$ cat src/rtl/clint_pkg.sv
// Shared constants, register-select encoding and address decode for the CLINT.
// Pure definitions, no timing of its own.
// Used by the top level and the prescaler.
package clint_pkg;

    localparam int XLEN = 32;

    localparam logic [XLEN-1:0] MSIP_OFF        = 32'h0000_0000;
    localparam logic [XLEN-1:0] MTIMECMP_OFF    = 32'h0000_4000;
    localparam logic [XLEN-1:0] MTIME_OFF       = 32'h0000_BFF8;
    localparam int              MSIP_STRIDE     = 4;
    localparam int              MTIMECMP_STRIDE = 8;

    // All-ones compare value keeps MTIP low until software programs a deadline
    localparam logic [63:0] MTIMECMP_RST = 64'hFFFF_FFFF_FFFF_FFFF;

    // Enough bits to name any of up to 16 harts
    localparam int HART_IDX_W = 4;

    typedef enum logic [2:0] {
        SEL_NONE,
        SEL_MSIP,
        SEL_CMP_LO,
        SEL_CMP_HI,
        SEL_MTIME_LO,
        SEL_MTIME_HI
    } reg_sel_e;

    typedef struct packed {
        reg_sel_e                sel;
        logic [HART_IDX_W-1:0]   hart;
    } dec_t;

    // Decode a window-relative offset. An address below the base wraps to a
    // huge offset, and anything at or above the window end falls through
    // every range check, so both end up as SEL_NONE without a separate test.
    function automatic dec_t clint_decode(input logic [XLEN-1:0] off,
                                          input logic [XLEN-1:0] n_harts);
        dec_t            d;
        logic [XLEN-1:0] idx;
        d.sel  = SEL_NONE;
        d.hart = '0;
        idx    = '0;
        if (off[1:0] == 2'b00) begin
            if (off < MTIMECMP_OFF) begin
                idx = (off - MSIP_OFF) / XLEN'(MSIP_STRIDE);
                if (idx < n_harts) begin
                    d.sel  = SEL_MSIP;
                    d.hart = idx[HART_IDX_W-1:0];
                end
            end else if (off < MTIME_OFF) begin
                idx = (off - MTIMECMP_OFF) / XLEN'(MTIMECMP_STRIDE);
                if (idx < n_harts) begin
                    d.sel  = off[2] ? SEL_CMP_HI : SEL_CMP_LO;
                    d.hart = idx[HART_IDX_W-1:0];
                end
            end else if (off == MTIME_OFF) begin
                d.sel = SEL_MTIME_LO;
            end else if (off == MTIME_OFF + 32'd4) begin
                d.sel = SEL_MTIME_HI;
            end
        end
        return d;
    endfunction

endpackage

$ cat src/rtl/clint_multi_hart_prescaler.sv
// Timebase prescaler: one o_tick pulse every TICK_DIV clocks (constant 1 when TICK_DIV=1).
// Tick is combinational from the counter; the count restarts on i_clr.
// No backpressure; free-running.
module clint_prescaler
    import clint_pkg::*;
#(
    parameter int TICK_DIV = 1
) (
    input  logic i_clk,
    input  logic i_rst,
    input  logic i_clr,
    output logic o_tick
);

    if (TICK_DIV <= 1) begin : g_passthru
        // Every cycle is a tick; the clock and controls are not needed
        logic unused_in;
        assign unused_in = ^{i_clk, i_rst, i_clr};
        assign o_tick    = 1'b1;
    end else begin : g_count
        localparam int            CW   = $clog2(TICK_DIV);
        localparam logic [CW-1:0] LAST = CW'(TICK_DIV - 1);

        logic [CW-1:0] cnt_q;
        logic [CW-1:0] cnt_d;

        assign o_tick = (cnt_q == LAST);

        // Count 0..TICK_DIV-1, wrapping on the tick or restarting on clear
        always_comb begin
            cnt_d = cnt_q + CW'(1);
            if (i_clr || o_tick) begin
                cnt_d = '0;
            end
        end

        // Counter register with synchronous active-low reset
        always_ff @(posedge i_clk) begin
            if (!i_rst) begin
                cnt_q <= '0;
            end else begin
                cnt_q <= cnt_d;
            end
        end
    end

endmodule

$ cat src/rtl/clint_multi_hart.sv
// Multi-hart CLINT: shared mtime, per-hart mtimecmp/msip, registered MTIP/MSIP outputs.
// Bus access acks one cycle after the request; MTIP lags its compare edge by one cycle.
// No wait states; a request may be issued every cycle.
module clint_multi_hart
    import clint_pkg::*;
#(
    parameter logic [XLEN-1:0] BASE_ADDR = 32'h2000_0000,
    parameter int              N_HARTS   = 4,
    parameter int              TICK_DIV  = 1
) (
    input  logic               i_clk,
    input  logic               i_rst,
    input  logic               i_wen,
    input  logic               i_ren,
    input  logic [XLEN-1:0]    i_addr,
    input  logic [XLEN-1:0]    i_wrdata,
    output logic [XLEN-1:0]    o_rddata,
    output logic               o_ack,
    output logic [N_HARTS-1:0] o_msip,
    output logic [N_HARTS-1:0] o_mtip
);

    localparam logic [XLEN-1:0] N_HARTS_L = XLEN'(N_HARTS);

    dec_t               dec;
    logic               tick;
    logic               mtime_wr;
    logic [XLEN-1:0]    rd_mux;

    logic [63:0]        mtime_q,    mtime_d;
    logic [63:0]        mtimecmp_q [N_HARTS];
    logic [63:0]        mtimecmp_d [N_HARTS];
    logic [N_HARTS-1:0] msip_q,     msip_d;
    logic [N_HARTS-1:0] mtip_q,     mtip_d;
    logic               ack_q,      ack_d;
    logic [XLEN-1:0]    rddata_q,   rddata_d;

    assign dec      = clint_decode(i_addr - BASE_ADDR, N_HARTS_L);
    assign mtime_wr = i_wen && ((dec.sel == SEL_MTIME_LO) || (dec.sel == SEL_MTIME_HI));

    // A write to mtime restarts the prescaler so the written value is held a full period
    clint_prescaler #(
        .TICK_DIV (TICK_DIV)
    ) u_prescaler (
        .i_clk  (i_clk),
        .i_rst  (i_rst),
        .i_clr  (mtime_wr),
        .o_tick (tick)
    );

    // mtime: a software write to either half takes priority over the tick
    always_comb begin
        mtime_d = mtime_q;
        if (i_wen && (dec.sel == SEL_MTIME_LO)) begin
            mtime_d[31:0] = i_wrdata;
        end else if (i_wen && (dec.sel == SEL_MTIME_HI)) begin
            mtime_d[63:32] = i_wrdata;
        end else if (tick) begin
            mtime_d = mtime_q + 64'd1;
        end
    end

    // Per-hart msip/mtimecmp writes; only msip bit 0 is kept
    always_comb begin
        msip_d = msip_q;
        for (int h = 0; h < N_HARTS; h++) begin
            mtimecmp_d[h] = mtimecmp_q[h];
            if (i_wen && (dec.hart == HART_IDX_W'(h))) begin
                if (dec.sel == SEL_MSIP) begin
                    msip_d[h] = i_wrdata[0];
                end
                if (dec.sel == SEL_CMP_LO) begin
                    mtimecmp_d[h][31:0] = i_wrdata;
                end
                if (dec.sel == SEL_CMP_HI) begin
                    mtimecmp_d[h][63:32] = i_wrdata;
                end
            end
        end
    end

    // Read mux from pre-update register values; a concurrent write drops the read
    always_comb begin
        rd_mux = '0;
        for (int h = 0; h < N_HARTS; h++) begin
            if (dec.hart == HART_IDX_W'(h)) begin
                if (dec.sel == SEL_MSIP) begin
                    rd_mux = XLEN'(msip_q[h]);
                end
                if (dec.sel == SEL_CMP_LO) begin
                    rd_mux = mtimecmp_q[h][31:0];
                end
                if (dec.sel == SEL_CMP_HI) begin
                    rd_mux = mtimecmp_q[h][63:32];
                end
            end
        end
        if (dec.sel == SEL_MTIME_LO) begin
            rd_mux = mtime_q[31:0];
        end
        if (dec.sel == SEL_MTIME_HI) begin
            rd_mux = mtime_q[63:32];
        end
        rddata_d = (i_ren && !i_wen) ? rd_mux : '0;
        ack_d    = i_wen || i_ren;
    end

    // Unsigned compare per hart; the result is registered for a one-cycle lag
    for (genvar h = 0; h < N_HARTS; h++) begin : g_cmp
        assign mtip_d[h] = (mtime_q >= mtimecmp_q[h]);
    end

    // State registers with synchronous active-low reset; reset also kills a pending ack
    always_ff @(posedge i_clk) begin
        if (!i_rst) begin
            mtime_q  <= '0;
            msip_q   <= '0;
            mtip_q   <= '0;
            ack_q    <= 1'b0;
            rddata_q <= '0;
            for (int h = 0; h < N_HARTS; h++) begin
                mtimecmp_q[h] <= MTIMECMP_RST;
            end
        end else begin
            mtime_q  <= mtime_d;
            msip_q   <= msip_d;
            mtip_q   <= mtip_d;
            ack_q    <= ack_d;
            rddata_q <= rddata_d;
            for (int h = 0; h < N_HARTS; h++) begin
                mtimecmp_q[h] <= mtimecmp_d[h];
            end
        end
    end

    assign o_msip   = msip_q;
    assign o_mtip   = mtip_q;
    assign o_ack    = ack_q;
    assign o_rddata = rddata_q;

endmodule

$ cat config.mk
export PLATFORM = sky130hd
export DESIGN_NAME = clint_multi_hart
export DESIGN_NICKNAME = d
export VERILOG_FILES = /design/src/rtl/clint_pkg.sv /design/src/rtl/clint_multi_hart_prescaler.sv /design/src/rtl/clint_multi_hart.sv
export SDC_FILE = /design/constraint.sdc
export NUM_CORES = 1
export LEC_CHECK = 0
export ABC_CLOCK_PERIOD_IN_PS = 3600
export BUFFER_PORTS_ARGS = -buffer_cell sky130_fd_sc_hd__buf_2
export CAP_MARGIN = 20
export CORE_AREA = 2 2 228 230
export DETAILED_ROUTE_END_ITERATION = 10
export DIE_AREA = 0 0 230 232
export PLACE_DENSITY = 0.6
export SLEW_MARGIN = 20
export SYNTH_ARGS = -nofsm -noshare
export SYNTH_HDL_FRONTEND = slang
export SYNTH_SLANG_ARGS = --single-unit
$ cat constraint.sdc
create_clock -name i_clk -period 3.6 [get_ports i_clk]
set_clock_uncertainty 0.2 [all_clocks]
set_input_delay 0.18 -clock i_clk [delete_from_list [all_inputs] [get_ports i_clk]]
set_output_delay 0.18 -clock i_clk [all_outputs]
set_load 0.01 [all_outputs]
# After elaboration in Yosys (flattened, before gate mapping)
# Memory sizes are Yosys's and may differ from the RTL's.
# Cells that the tools add are included.
[word_totals]
ram_bits = 256
output_inout_bits = 41
latchBits = 0
mem_count = 1
mem_bits_ro = 0
reg_bits = 105
inputBits = 68
[classes]
addsub = 3
bitwise = 4
reduce_logical = 16
div = 0
shifts = 0
magnitude_cmp = 8
muxes = 48
n_mul = 0
n_eq_ne = 11
[memory_table]
columns = ["name", "depth", "word_bits", "read_ports", "rd_clocked_by_memory_dff", "write_ports", "line", "source"]
rows = [
  ["mtimecmp_q", 4, 64, 4, 0, 4, "clint_multi_hart.sv:31", "logic [63:0] mtimecmp_q [N_HARTS];"],
]
[ops]
columns = ["cell", "n"]
rows = [
  ["32-bit 2-to-1 mux", 28],
  ["64-bit 2-to-1 mux", 8],
  ["64-bit >= comparator", 4],
  ["64-bit by 1-bit adder with 64-bit output, second input constant", 1],
  ["32-bit by 16-bit == test with 1-bit output, second input constant", 2],
  ["32-bit by 15-bit less-than comparator with 1-bit output, second input constant", 1],
  ["32-bit by 16-bit less-than comparator with 1-bit output, second input constant", 1],
  ["32-bit by 15-bit subtractor with 32-bit output, second input constant", 1],
  ["32-bit by 30-bit subtractor with 32-bit output, second input constant", 1],
  ["30-bit by 3-bit less-than comparator with 1-bit output, second input constant", 1],
  ["29-bit by 3-bit less-than comparator with 1-bit output, second input constant", 1],
  ["7-bit 2-to-1 mux", 2],
  ["2-bit AND reduction", 5],
  ["3-bit 2-to-1 mux", 3],
  ["4-bit by 2-bit == test with 1-bit output, second input constant", 2],
  ["1-bit logical AND", 7],
  ["3-bit by 2-bit == test with 1-bit output, second input constant", 2],
  ["3-bit == test, second input constant", 2],
  ["6-bit 2-to-1 mux", 1],
  ["5-bit 2-to-1 mux", 1],
  ["4-bit by 1-bit == test with 1-bit output, second input constant", 1],
  ["4-bit logical NOT", 1],
  ["1-bit 2-to-1 mux", 4],
  ["4-bit 2-to-1 mux", 1],
  ["6 further kinds", 9],
]

# Longest topological paths before layout
# Gate-level depths: netlist of the first run.
[depth]
depth_word = 26
depth_mapped = 12
ltp_nobuf = 9

# Modules after synthesis
# From an unflattened synthesis of the first run, not the netlist that was laid out.
[unflattened]
hier_cells = 2926
hier_area_um2 = 23124.7
[by_module_without_submodules]
columns = ["mod", "area_each_um2", "n_inst", "cells_each"]
rows = [
  ["clint_multi_hart", 23113.4, 1, 2924],
  ["clint_prescaler", 11.3, 1, 2],
]

# Least setup slack after synthesis of the first run
# OpenSTA, ideal clock, no wires.
[synth_timing]
path_kind = "register to register"
start = "reg mtime_q[11]"
end = "reg mtime_q[51]"
setup_slack_ns = 0.824
synth_period_minus_slack_ns = 2.776
setup_time_ns = 0.070
required_ns = 3.330
arrival_time_ns = 2.506
stages_incl_launch_ff = 11
n_path_buf = 3
cell_sequence = "dfxtp_1 buf_4 nand4_1 or4_1 buf_2 or4_1 buf_2 nor3_4 nor3b_2 o21ai_0 a21oi_1"
[synth_between]
elab_chain_cells = 2
[synth_lines]
columns = ["item", "line", "source"]
rows = [
  ["start: declaration", "clint_multi_hart.sv:30", "logic [63:0] mtime_q, mtime_d;"],
  ["start signal: assignment", "clint_multi_hart.sv:125", "mtime_q <= mtime_d;"],
  ["64-bit by 1-bit adder with 64-bit output", "clint_multi_hart.sv:59", "mtime_d = mtime_q + 64'd1;"],
  ["32-bit 2-to-1 mux", "clint_multi_hart.sv:56", "end else if (i_wen && (dec.sel == SEL_MTIME_HI)) begin"],
]
# Every way passes these cells.
# A chain may end at the register's enable or synchronous reset.

# Final worst setup path of the first run
[layout_timing]
start = "reg mtime_q[0]"
end = "reg mtip_q[3] (netlist: o_mtip[3])"
[layout_between]
elab_chain_cells = 1
[layout_lines]
columns = ["item", "line", "source"]
rows = [
  ["64-bit >= comparator", "clint_multi_hart.sv:110", "assign mtip_d[h] = (mtime_q >= mtimecmp_q[h]);"],
  ["end signal: assignment", "clint_multi_hart.sv:127", "mtip_q <= mtip_d;"],
  ["end: declaration", "clint_multi_hart.sv:34", "logic [N_HARTS-1:0] mtip_q, mtip_d;"],
]
# Every way passes these cells.

==> run metrics, run 1 <==
status=finished clean; final instance area=~26,000 um2; count of pins over their slew limit=0; Final setup violation count=0; Worst setup SP type=flip-flop; Initial Util=roughly 45%; commonest non-fill, non-tap cell in the layout=sky130_fd_sc_hd__nand2_1; combinational cell fraction of total power=4.0%; CTS buffer count=between 40 and 50; maximum number of pins on one net before global-route repair=90; Port-buffer cells=roughly 110; share of synthesized flip-flops with an asynchronous set or reset=0%; die outline height=between 200 and 250 um; CTS H-Tree Depth=2; I/O pin count=between 100 and 150; ant diodes=0; Core ar.=between 50,000 and 60,000 um2; Pleak=about 13 nW; internal power=about 7.1 mW; placed cell areas=about 24,000 um2; CTS tree=built; final worst-path cycle share=~93%; switching part of the total=approximately a quarter; initial antenna violation count=2; data required time of the critical path=3.91 ns; maximum vdd drop=between 300 and 400 uV; via count=~23,000; residual overflow from global routing=0; residual DRC count=0; Unique masters post-synth=80; Achievable Freq=between 200 and 300 MHz; Worst Path Arrival=3.67 ns; root buffer cell=sky130_fd_sc_hd__clkbuf_16; Avg Inst Size Synth=around 8 um2; category of the most critical setup path=flip-flop to flip-flop; sequential share of power=~43%; routed length per instance=roughly 27 um; setup_tns=0 ns; DP Worst Slack=between 0.2 and 0.25 ns; Synth Flop Type=sky130_fd_sc_hd__dfxtp_1; part of the Yosys area used for sequential elements=around a third; Cell Rows=83; number of synthesis warnings=0; number of sinks handled by clock tree synthesis=about 360; gpl congestion=about 0.97; peak fanout along the critical path=7; nets@finish=approximately 3,200; clock tree buffer depth=3; max-cap violations=0; power density over the cells=353.2 nW/um2; wire length reported by the detailed router=approximately 98,000 um; relative slew slack=about 26%; Final min period=~3.4 ns; length of the first detailed-routing pass in iterations=7; RSZ-0062 raised after global routing=no; synthesized netlist cell count=about 2,800; kind of end point of the critical path=flip-flop; layout-stage area growth over the synthesis result=15.76%; crit path setup slack, layout=roughly 0.24 ns; Vias per Instance=roughly 6.3; worst slew pin tran=1.112 ns; most frequent cells in the layout=sky130_fd_sc_hd__nand2_1, sky130_fd_sc_hd__dfxtp_1, sky130_fd_sc_hd__inv_1, sky130_fd_sc_hd__o211ai_1, sky130_fd_sc_hd__ha_1; Die Span X=between 200 and 250 um; switching power total=about 2.2 mW; Die Area=roughly 53,000 um2; overall fraction of global-route tracks in use=between 30% and 40%; Routed Antenna Nets=0; total count of hold-check failures in the final report=0; vias in the first global route=around 22,000; count of flip-flops with a built-in enable after synthesis=0; classification of the worst-slack hold path=input port to flip-flop; global-route wire length before repair=approximately 140,000 um; #FFs+latches synth=between 300 and 400; part of the total power dissipated in the clock network=a little over half; fraction of layout instances using a drive strength above 1=12.69%; Worst-Skew Late Latency=0.61 ns; clock slew at reported path FFs=0.06 ns; Synth Cell Area=between 20,000 and 25,000 um2; First DRT Iteration DRCs=between 2,000 and 3,000; power after layout=9.301 mW; dpl hpwl=between 70,000 and 80,000 um; Synthesized Nets=around 3,100
==> logic make-up (layout without fill, tap and decap cells) <==
group | Yosys count | count (layout) | synth area share [%]
compound gates | 900 | 900 | 27.30
mux | 21 | 21 | 0.9240
fa+ha+maj | 259 | 259 | 14.25
flops | 361 | 361 | 31.77
simple gates | 779 | 779 | 16.79
buf+inv | 478 | 629 | 8.740
xor+xnor | 6 | 6 | 0.2310
==> flip-flops by register name, summed over array words and instances (netlist names) <==
register	flops
mtime_q	64
mtimecmp_q	256
o_ack	1
o_msip	4
o_mtip	4
o_rddata	32
==> routing by layer <==
layer / track usage (%) / part of all wire [%] / up-vias / wire length (um)
met5: 0 / 0.012 / - / 12
met4: 22.60 / 7.1 / 2 / 7011
met3: 6.287 / 8.7 / 314 / 8498
met2: 57.79 / 44 / 1215 / 43470
met1: 45.33 / 40 / 11000 / 39140
li1: - / - / 10530 / -
==> power groups by stage <==
stage	sequential, mW	combinational (mW)	clock [mW]
6_report	4.01	0.368	4.92
3_5_place_dp	4.10	0.327	0
4_1_cts	4.01	0.358	4.96
2_1_floorplan	4.09	0.173	0
3_3_place_gp	4.10	0.324	0
5_1_grt	4.01	0.382	5.11
==> through the flow <==
step | util (%) | hold WS (ns) | instances
finish | 51.75 | 0.06459 | 3635
CTS | 51.75 | 0.03163 | 3635
detailed placement | 47.89 | 0.2720 | 3516
floorplan | - | 0.09582 | 2804
global route | 51.75 | 0.1185 | 3635
global placement | 47.89 | 0.2647 | 3516
==> cell usage after synthesis, types with 24 or more instances <==
library cell,number,share of area [%]
sky130_fd_sc_hd__a21o_1,70,2.3
sky130_fd_sc_hd__a21oi_1,147,3.2
sky130_fd_sc_hd__a222oi_1,29,1.3
sky130_fd_sc_hd__a22oi_1,38,1.3
sky130_fd_sc_hd__and3_1,24,0.66
sky130_fd_sc_hd__buf_2,65,1.4
sky130_fd_sc_hd__clkbuf_1,115,1.9
sky130_fd_sc_hd__dfxtp_1,361,32
sky130_fd_sc_hd__ha_1,259,14
sky130_fd_sc_hd__inv_1,275,4.5
sky130_fd_sc_hd__nand2_1,377,6.2
sky130_fd_sc_hd__nand3_1,46,1.0
sky130_fd_sc_hd__nand4_1,64,1.8
sky130_fd_sc_hd__nor2_1,97,1.6
sky130_fd_sc_hd__nor3_1,38,0.84
sky130_fd_sc_hd__nor4_1,28,0.77
sky130_fd_sc_hd__o211ai_1,266,8.8
sky130_fd_sc_hd__o21ai_0,137,3.0
sky130_fd_sc_hd__o22ai_1,40,1.1
==> worst max-delay path, cell delays in order (launching register included) <==
cell                        delay [ns]
sky130_fd_sc_hd__dfxtp_1          0.59
sky130_fd_sc_hd__inv_1            0.18
sky130_fd_sc_hd__ha_1             0.31
sky130_fd_sc_hd__nand2b_1         0.12
sky130_fd_sc_hd__a31oi_1          0.12
sky130_fd_sc_hd__o21ai_0          0.37
sky130_fd_sc_hd__o2111ai_1        0.31
sky130_fd_sc_hd__a2111oi_1        0.69
sky130_fd_sc_hd__nor4_1           0.17
sky130_fd_sc_hd__o211ai_1         0.21
==> repair_timing <==
| action | 4_1_cts | 5_1_grt |
|---|---|---|
| buffers inserted | 0 | 0 |
| resized for setup | 0 | 1 |
| endpoints found under the hold margin | 320 | 0 |
| endpoints found under the setup margin | 0 | 1 |
| hold buffers | 37 | 0 |
==> worst paths after layout <==
kind	startpoint	to	slack [ns]	depth (start not counted)
min	i_addr[3]	o_rddata[20]	0.06	5
min reg2reg	mtimecmp_q[1][35]	o_rddata[3]	0.31	2
max	mtime_q[0]	o_mtip[3]	0.24	9
max reg2reg	mtime_q[0]	o_mtip[3]	0.24	9
==> final cells by class <==
cell class              instances  area (um2)
fillers                      4868       24550
multi-input cells            1965       13620
flip-flops and latches        361        7227
repair buffers                272        2012
clock buffers                  71        1426
inverters                     275        1032
well taps                     680       850.8
clock inverters                11       165.2
Power figures use the tool's default switching activity.
==> inputs of run 2 (changes only) <==
Settings changed: RECOVER_POWER from default to 100.
==> run 2 against run 1 <==
  * The run now ends with max-capacitance violations, max-slew violations left
  * First-iteration DRC count down 3.8%
  * Worst hold slack improved by 0.0032 ns
  * Critical path depth is 2 lower
  * Combinational power barely moved
  * Final cell count is the same
  * Register-to-register slack worse by 0.09 ns
  * Maximum frequency fell by 2.5%
  * Cell area is 1.1% lower
  * Total power hardly changed
  * Critical endpoint is now mtime_q[47]
  * Largest cell class unchanged
  * Largest power group unchanged
==> run metrics, run 2 (synthesis gave the netlist of run 1 again) <==
cell with the largest stage delay on the worst path=sky130_fd_sc_hd__or4_1; vias in the first global route=about 22,000; peak fanout along the critical path=8; I/O pin count=about 110; residual DRC count=0; placed cell areas=24,370 um2; Port-buffer cells=approximately 110; Worst-Skew Late Latency=0.61 ns; post-layout instance count excluding filler cells=~3,600; CTS H-Tree Depth=2; most frequent cells in the layout=sky130_fd_sc_hd__nand2_1, sky130_fd_sc_hd__dfxtp_1, sky130_fd_sc_hd__inv_1, sky130_fd_sc_hd__o211ai_1, sky130_fd_sc_hd__ha_1; wire length reported by the detailed router=97,780 um; Die Area=between 50,000 and 60,000 um2; Cell Rows=just over 80; worst slew pin tran=between 1.5 and 2 ns; number of inserted filler cells in the final layout=slightly below 5,000; Core ar.=roughly 51,000 um2; category of the most critical setup path=flip-flop to flip-flop; count of pins over their slew limit=34; Worst setup SP type=flip-flop; Final min period=3.444 ns; power after layout=9.297 mW; Die Span X=approximately 230 um; total count of hold-check failures in the final report=0; Final setup violation count=0; status=finished, violations left; gpl congestion=about 0.97; Initial Util=between 40% and 50%; number of sinks handled by clock tree synthesis=361; residual overflow from global routing=0; Pleak=~13 nW; die outline height=~230 um; maximum number of pins on one net before global-route repair=90; Worst Path Arrival=approximately 3.7 ns; classification of the worst-slack hold path=input port to flip-flop; minimum hold slack=0.06774 ns; instance count after placement with tap cells included=~3,500; CTS tree=built; buffers inserted by post-CTS timing repair=0; max-cap violations=1; global-route wire length before repair=144,300 um; Routed Antenna Nets=0; kind of end point of the critical path=flip-flop; nets@finish=3,247; Achievable Freq=about 290 MHz; RSZ-0062 raised after global routing=no; maximum vdd drop=around 330 uV; dpl hpwl=around 71,000 um; ant diodes=0; failing checks=max-capacitance violations, max-slew violations; clock tree buffer depth=3; initial antenna violation count=2; final worst-path cycle share=95.67%; power density over the cells=roughly 360 nW/um2; register with the most flip-flops=mtimecmp_q; CTS buffer count=45; Most common cell on crit path=sky130_fd_sc_hd__or4_1; setup_tns=0 ns; Vias per Instance=~6.3; via count=around 23,000; First DRT Iteration DRCs=approximately 2,600; CP max stage delay=0.73 ns; clock slew at reported path FFs=0.06 ns; routed length per instance=26.90 um; commonest non-fill, non-tap cell in the layout=sky130_fd_sc_hd__nand2_1; final instance area=between 20,000 and 30,000 um2; overall fraction of global-route tracks in use=a little over a third; layout-stage area growth over the synthesis result=14.48%; ordered cell list for the critical path=nand4_1 -> or4_1 -> or4_1 -> nor2_1 -> a21o_1 -> a21oi_1 -> a211oi_1; length of the first detailed-routing pass in iterations=6; data required time of the critical path=roughly 4 ns; fraction of layout instances using a drive strength above 1=approximately a tenth; relative slew slack=-16.36%; max FFs per register=256; root buffer cell=sky130_fd_sc_hd__clkbuf_16
[run 2: cell types whose count changed in the layout (fill, tap and decap cells not counted), moves of 2 or more]
cell	before	now
sky130_fd_sc_hd__and2_1	12	8
sky130_fd_sc_hd__nor2_4	8	4
sky130_fd_sc_hd__and2_0	1	5
sky130_fd_sc_hd__nor4_1	27	29
sky130_fd_sc_hd__nor3_1	38	41
sky130_fd_sc_hd__buf_4	116	92
sky130_fd_sc_hd__clkbuf_1	8	62
sky130_fd_sc_hd__nor3_4	4	2
sky130_fd_sc_hd__o21ai_0	137	144
sky130_fd_sc_hd__nor2_1	95	100
sky130_fd_sc_hd__o21ai_1	10	3
sky130_fd_sc_hd__buf_2	107	66
sky130_fd_sc_hd__buf_12	11	6
sky130_fd_sc_hd__clkbuf_2	0	15
[run 2: final cells by class]
| type | count | area, um2 | share of cell area [%] |
|---|---|---|---|
| Timing Repair Buffer | 272 | 1812 | 6.957 |
| Inverter | 275 | 1032 | 3.964 |
| Clock buffer | 71 | 1426 | 5.477 |
| Clock inverter | 11 | 165.2 | 0.6342 |
| Sequential cell | 361 | 7227 | 27.75 |
| Multi-Input combinational cell | 1965 | 13530 | 51.95 |
| Tap cell | 680 | 850.8 | 3.267 |
[run 2: metal layers]
layer  part of all wire, %  vias up  GRT usage [%]
li1                      -    10540              -
met2                    44     1192          57.79
met4                   7.2        2          22.60
met1                    40    11010          45.33
met3                   8.7      329          6.287
met5                 0.012        -              0
[run 2: worst paths after layout]
| kind | from | endpoint | slack (ns) | cells past startpoint |
|---|---|---|---|---|
| setup / recovery | mtime_q[24] | mtime_q[47] | 0.16 | 7 |
| hold / removal | i_addr[3] | o_rddata[20] | 0.07 | 5 |
| setup reg to reg | mtime_q[24] | mtime_q[47] | 0.16 | 7 |
| hold reg to reg | mtimecmp_q[1][61] | o_rddata[29] | 0.31 | 2 |
[run 2: worst max-delay path, delay by kind of cell (launching register included)]
kind / cells / cell delay (ns)
compound gates: 3 / 0.51
flops: 1 / 0.63
simple gates: 4 / 2.00
[run 2: report_power, final]
| group | total [mW] | internal (mW) | leakage [nW] | switching, mW |
|---|---|---|---|---|
| logic | 0.365 | 0.0995 | 9.29 | 0.266 |
| registers | 4.01 | 4.00 | 2.92 | 0.0109 |
| clock network | 4.92 | 2.99 | 0.785 | 1.93 |
| total | 9.30 | 7.09 | 13.0 | 2.20 |
[run 2: through the flow]
stage	util, %	setup WS [ns]
floorplan	-	0.8240
global placement	47.89	0.2479
detailed placement	47.89	0.2344
CTS	51.75	0.2350
global route	51.18	0.05023
finish	51.18	0.1558
[run 2: repair_timing]
| item | in CTS | in global routing |
|---|---|---|
| endpoints found under the setup margin | 0 | 1 |
| hold endpoints to repair | 320 | 0 |
| hold buffers | 37 | 0 |
| gates resized for setup | 0 | 1 |
